[src/rtl/register_file_bank.sv]
// register_file_bank: 31 writable WIDTH-bit general registers plus a
// hard-wired zero register (GR0), one write port and two registered read
// ports (PA/PB) with a read-valid flag (RV) one cycle after an accepted read.
//
// Optional feature, macro REGFILE_BYPASS_EN:
//   defined   -> a read of address X on the same edge as a write to X (X != 0)
//                returns the data being written (write-through forwarding).
//   undefined -> the same case returns the pre-write contents of X.

// 32-to-1 read multiplexer, one instance per read port.
module register_file_bank_mux32 #(
  parameter int WIDTH = 32
) (
  input  logic [31:0][WIDTH-1:0] din,
  input  logic [4:0]             sel,
  output logic [WIDTH-1:0]       dout
);

  assign dout = din[sel];

endmodule

module register_file_bank #(
  parameter int WIDTH = 32,
  parameter int NREG  = 32
) (
  input  logic             CLK,
  input  logic             RST,
  input  logic             LE,
  input  logic [4:0]       RW,
  input  logic [WIDTH-1:0] PW,
  input  logic             RE,
  input  logic [4:0]       RA,
  input  logic [4:0]       RB,
  output logic [WIDTH-1:0] PA,
  output logic [WIDTH-1:0] PB,
  output logic             RV
);

  // GR0 has no storage; only registers 1..NREG-1 are real flops.
  logic [NREG-1:1][WIDTH-1:0] regs_q, regs_d;
  logic [WIDTH-1:0]           pa_q, pa_d;
  logic [WIDTH-1:0]           pb_q, pb_d;
  logic                       rv_q, rv_d;

  logic [31:0][WIDTH-1:0]     mux_in;
  logic [WIDTH-1:0]           mux_a, mux_b;
  logic [WIDTH-1:0]           rd_a, rd_b;

  // Mux input vector: slot 0 is the constant zero register.
  for (genvar gi = 0; gi < 32; gi++) begin : g_mux_in
    if (gi == 0) begin : g_zero
      assign mux_in[gi] = '0;
    end else begin : g_reg
      assign mux_in[gi] = regs_q[gi];
    end
  end

  register_file_bank_mux32 #(.WIDTH(WIDTH)) u_mux_a (
    .din  (mux_in),
    .sel  (RA),
    .dout (mux_a)
  );

  register_file_bank_mux32 #(.WIDTH(WIDTH)) u_mux_b (
    .din  (mux_in),
    .sel  (RB),
    .dout (mux_b)
  );

`ifdef REGFILE_BYPASS_EN
  // Forward write data to a read port addressing the register being written.
  always_comb begin
    rd_a = mux_a;
    rd_b = mux_b;
    if (LE && (RW != 5'd0) && (RW == RA)) rd_a = PW;
    if (LE && (RW != 5'd0) && (RW == RB)) rd_b = PW;
  end
`else
  // Reads see the register contents before this edge's write.
  always_comb begin
    rd_a = mux_a;
    rd_b = mux_b;
  end
`endif

  // Next register contents: only the addressed nonzero register changes.
  always_comb begin
    regs_d = regs_q;
    if (LE && (RW != 5'd0)) regs_d[RW] = PW;
  end

  // Read outputs load on an enabled read and hold otherwise; RV tracks RE.
  always_comb begin
    pa_d = pa_q;
    pb_d = pb_q;
    rv_d = RE;
    if (RE) begin
      pa_d = rd_a;
      pb_d = rd_b;
    end
  end

  // State update; reset overrides any write or read on the same edge.
  always_ff @(posedge CLK) begin
    if (RST) begin
      regs_q <= '0;
      pa_q   <= '0;
      pb_q   <= '0;
      rv_q   <= 1'b0;
    end else begin
      regs_q <= regs_d;
      pa_q   <= pa_d;
      pb_q   <= pb_d;
      rv_q   <= rv_d;
    end
  end

  assign PA = pa_q;
  assign PB = pb_q;
  assign RV = rv_q;

endmodule

[config.mk]
export PLATFORM = sky130hd
export DESIGN_NAME = register_file_bank
export DESIGN_NICKNAME = d
export VERILOG_FILES = /design/src/rtl/register_file_bank.sv
export SDC_FILE = /design/constraint.sdc
export NUM_CORES = 2
export LEC_CHECK = 0
export CORE_MARGIN = 10
export CORE_UTILIZATION = 50
export CTS_CLUSTER_DIAMETER = 150
export DETAILED_ROUTE_END_ITERATION = 6
export PLACE_DENSITY = 0.69
export SETUP_SLACK_MARGIN = 0.5
export SLEW_MARGIN = 15
export SYNTH_ARGS = -nofsm -noshare
export SYNTH_HDL_FRONTEND = slang
export SYNTH_HIERARCHICAL = 1
export SYNTH_SLANG_ARGS = --single-unit
[constraint.sdc]
create_clock -name CLK -period 2 [get_ports CLK]
set_input_delay 0.3 -clock CLK [delete_from_list [all_inputs] [get_ports CLK]]
set_output_delay 0.3 -clock CLK [all_outputs]
set_load 0.01 [all_outputs]
==> impl_metrics.json <==
{
  "io_pins": 116,
  "firstDrtPassIters": 7,
  "power_density_nw_per_um2": 713,
  "layout_commonest_cell": "mux2i_1",
  "yosysUniqueCellTypes": 30,
  "final_core_util_pct": 60.4,
  "via_per_inst": 6.02,
  "grt_pass1_vias": 46600,
  "grt_max_degree": 90,
  "final_antenna_net_count": 0,
  "portBuffers": 115,
  "syn_inst": 5892,
  "clock_sinks": 1057,
  "ys_dominant_reg_cell": "dfxtp_1",
  "fp.dieW_um": 361,
  "gp_routability_congestion": 0.899,
  "path_delay_family": "flip-flops",
  "root_buffer": "clkbuf_16",
  "vias": 46900,
  "synth_seq_area_share_pct": 36.3,
  "avgSynthCellArea_um2": 9.88,
  "slowest_stage": "dfxtp_4",
  "period_needed_ns": 1.56,
  "clkLatencyLatePin_ns": 0.72,
  "dp_slack_ns": -0.569,
  "routed_wl_um": 196000,
  "clk_pin_slew_worst_paths_ns": 0.06,
  "grt_pass1_wl_um": 293000,
  "die_h_um": 361,
  "final_area_um2": 70000,
  "die-area_um2": 131000,
  "dp_cells": 7557,
  "layout_common_cells": "2078 x mux2i_1, 1024 x nand2b_1, 981 x dfxtp_1",
  "diodes": 0,
  "setup_ws_ns": 0.444,
  "min_path_type": "in -> reg",
  "async_flop_share_pct": 0,
  "hold_violations": 0,
  "p_leak_nw": 34.6,
  "cts_buffers": 113,
  "finalPower_mw": 49.9,
  "area_growth_pct": 20.3,
  "max_stage_delay_ns": 0.42,
  "drt-initial-drc-count": 4774,
  "track_usage_pct": 28.6,
  "drv.max_cap_violation_count": 0,
  "clock-skew-final_ns": 0.0207,
  "max-slew-margin-rel_pct": 60.4,
  "worst_pin_slew_ns": 0.594,
  "routed_wire_length_per_instance_um": 25.2,
  "crit_type": "reg -> out",
  "clock_path_buffers": 3,
  "cp_max_fo": 2,
  "run_status": "finished, violations left",
  "end_kind": "output pin",
  "cts_tree": "done",
  "start_util_pct": 50.2,
  "setup_tns_ns": 0,
  "synth_warnings": 6,
  "clock.fmax_mhz": 643,
  "h-tree-depth": 3,
  "drc": 2,
  "dp_hpwl_um": 131000,
  "period_share_pct": 77.8,
  "rsz0062_at_grt": "true",
  "core-area_um2": 116000,
  "num_rows": 125,
  "finalSetupViolations": 0,
  "synth_area_um2": 58200,
  "nNetsFinal": 6225,
  "drive_gt1_share_pct": 15.7,
  "worst_setup_path_start_kind": "register",
  "holdWs_ns": 0.238,
  "grt-ovfl-total": 0,
  "cp_cell_sequence": "buf_6",
  "violations": "DRC",
  "antenna_found_initial": 5,
  "synth_edf_count": 0,
  "place_area_um2": 65300,
  "worst_ep_required_time_ns": 1.70,
  "cp.arrival_ns": 1.26,
  "vdd_ir_drop_max_mv": 0.675,
  "ys_seq_elements": 1057,
  "slew_violations": 0,
  "finalNonFillerCells": 7789,
  "critPathBufInv": 1
}
[kinds of logic (layout without fill, tap and decap cells)]
kind of cell           Yosys count  count (layout)  synth area share [%]
multiplexers                  2080            2080                  35.8
AND/OR/NAND/NOR               1598            1598                  15.6
flip-flops                    1057            1057                  36.3
buffers and inverters          580             890                  5.59
AO/OA/AOI/OAI                  576             576                  6.74
other                            1              64               0.00644
[cell type report]
cell class	instances	area, um2
fill	9523	45900
tap	1524	1910
clock buffer	160	3340
sequential	1057	21400
timing repair buffer	684	8490
multi-input combinational	4318	34400
clock inverter	46	562
[synthesized netlist by cell type, drive strengths merged (3+ instances only)]
master | count | area share [%]
a21oi | 192 | 1.7
a22o | 128 | 1.9
a22oi | 192 | 2.5
a31oi | 64 | 0.69
and2 | 5 | 0.054
and4b | 3 | 0.052
buf | 285 | 3.7
clkbuf | 295 | 1.9
dfxtp | 1057 | 36
mux2i | 2080 | 36
nand2 | 225 | 1.6
nand2b | 1028 | 11
nand3 | 192 | 1.7
nor2 | 67 | 0.44
nor2b | 5 | 0.054
nor3 | 64 | 0.55
[flip-flops by register name, indices dropped and copies added, names as in the netlist]
signal,flops
RV,1
PA,32
PB,32
mux_in,992
[power breakdown]
group	total [mW]	internal (mW)	switching [mW]
combinational	6.19	2.86	3.33
clock	22.2	13.1	9.08
sequential	21.5	21.3	0.252
total	49.9	37.2	12.7
[repair_timing]
action / CTS / global route
resized for setup: 469 / 69
setup buffers: 11 / 10
endpoints found under the setup margin: 131 / 332
endpoints found under the hold margin: 3 / 0
hold buffers: 1 / 0
pin swaps: 4 / 25
gates cloned: 2 / 2
[per-layer routing]
layer  up-vias  global-route usage (%)  share of wire [%]
met1     23300                    40.4                 45
met3       407                    3.67                7.4
li1      21300                       -                  -
met4         6                    9.52                3.3
met5         -                       0              0.022
met2      1895                    44.9                 44
[final timing paths]
path                             startpoint    endpoint  slack [ns]  cells after the start
worst min register to register   mux_in[99]  mux_in[99]        0.49                      2
worst max register to register  mux_in[184]      PA[24]        0.52                      8
worst min-delay path                     RE       PA[8]        0.24                      4
worst max-delay path                 PB[26]      PB[26]        0.44                      1
Note: power is estimated with default switching activity, not from simulation.
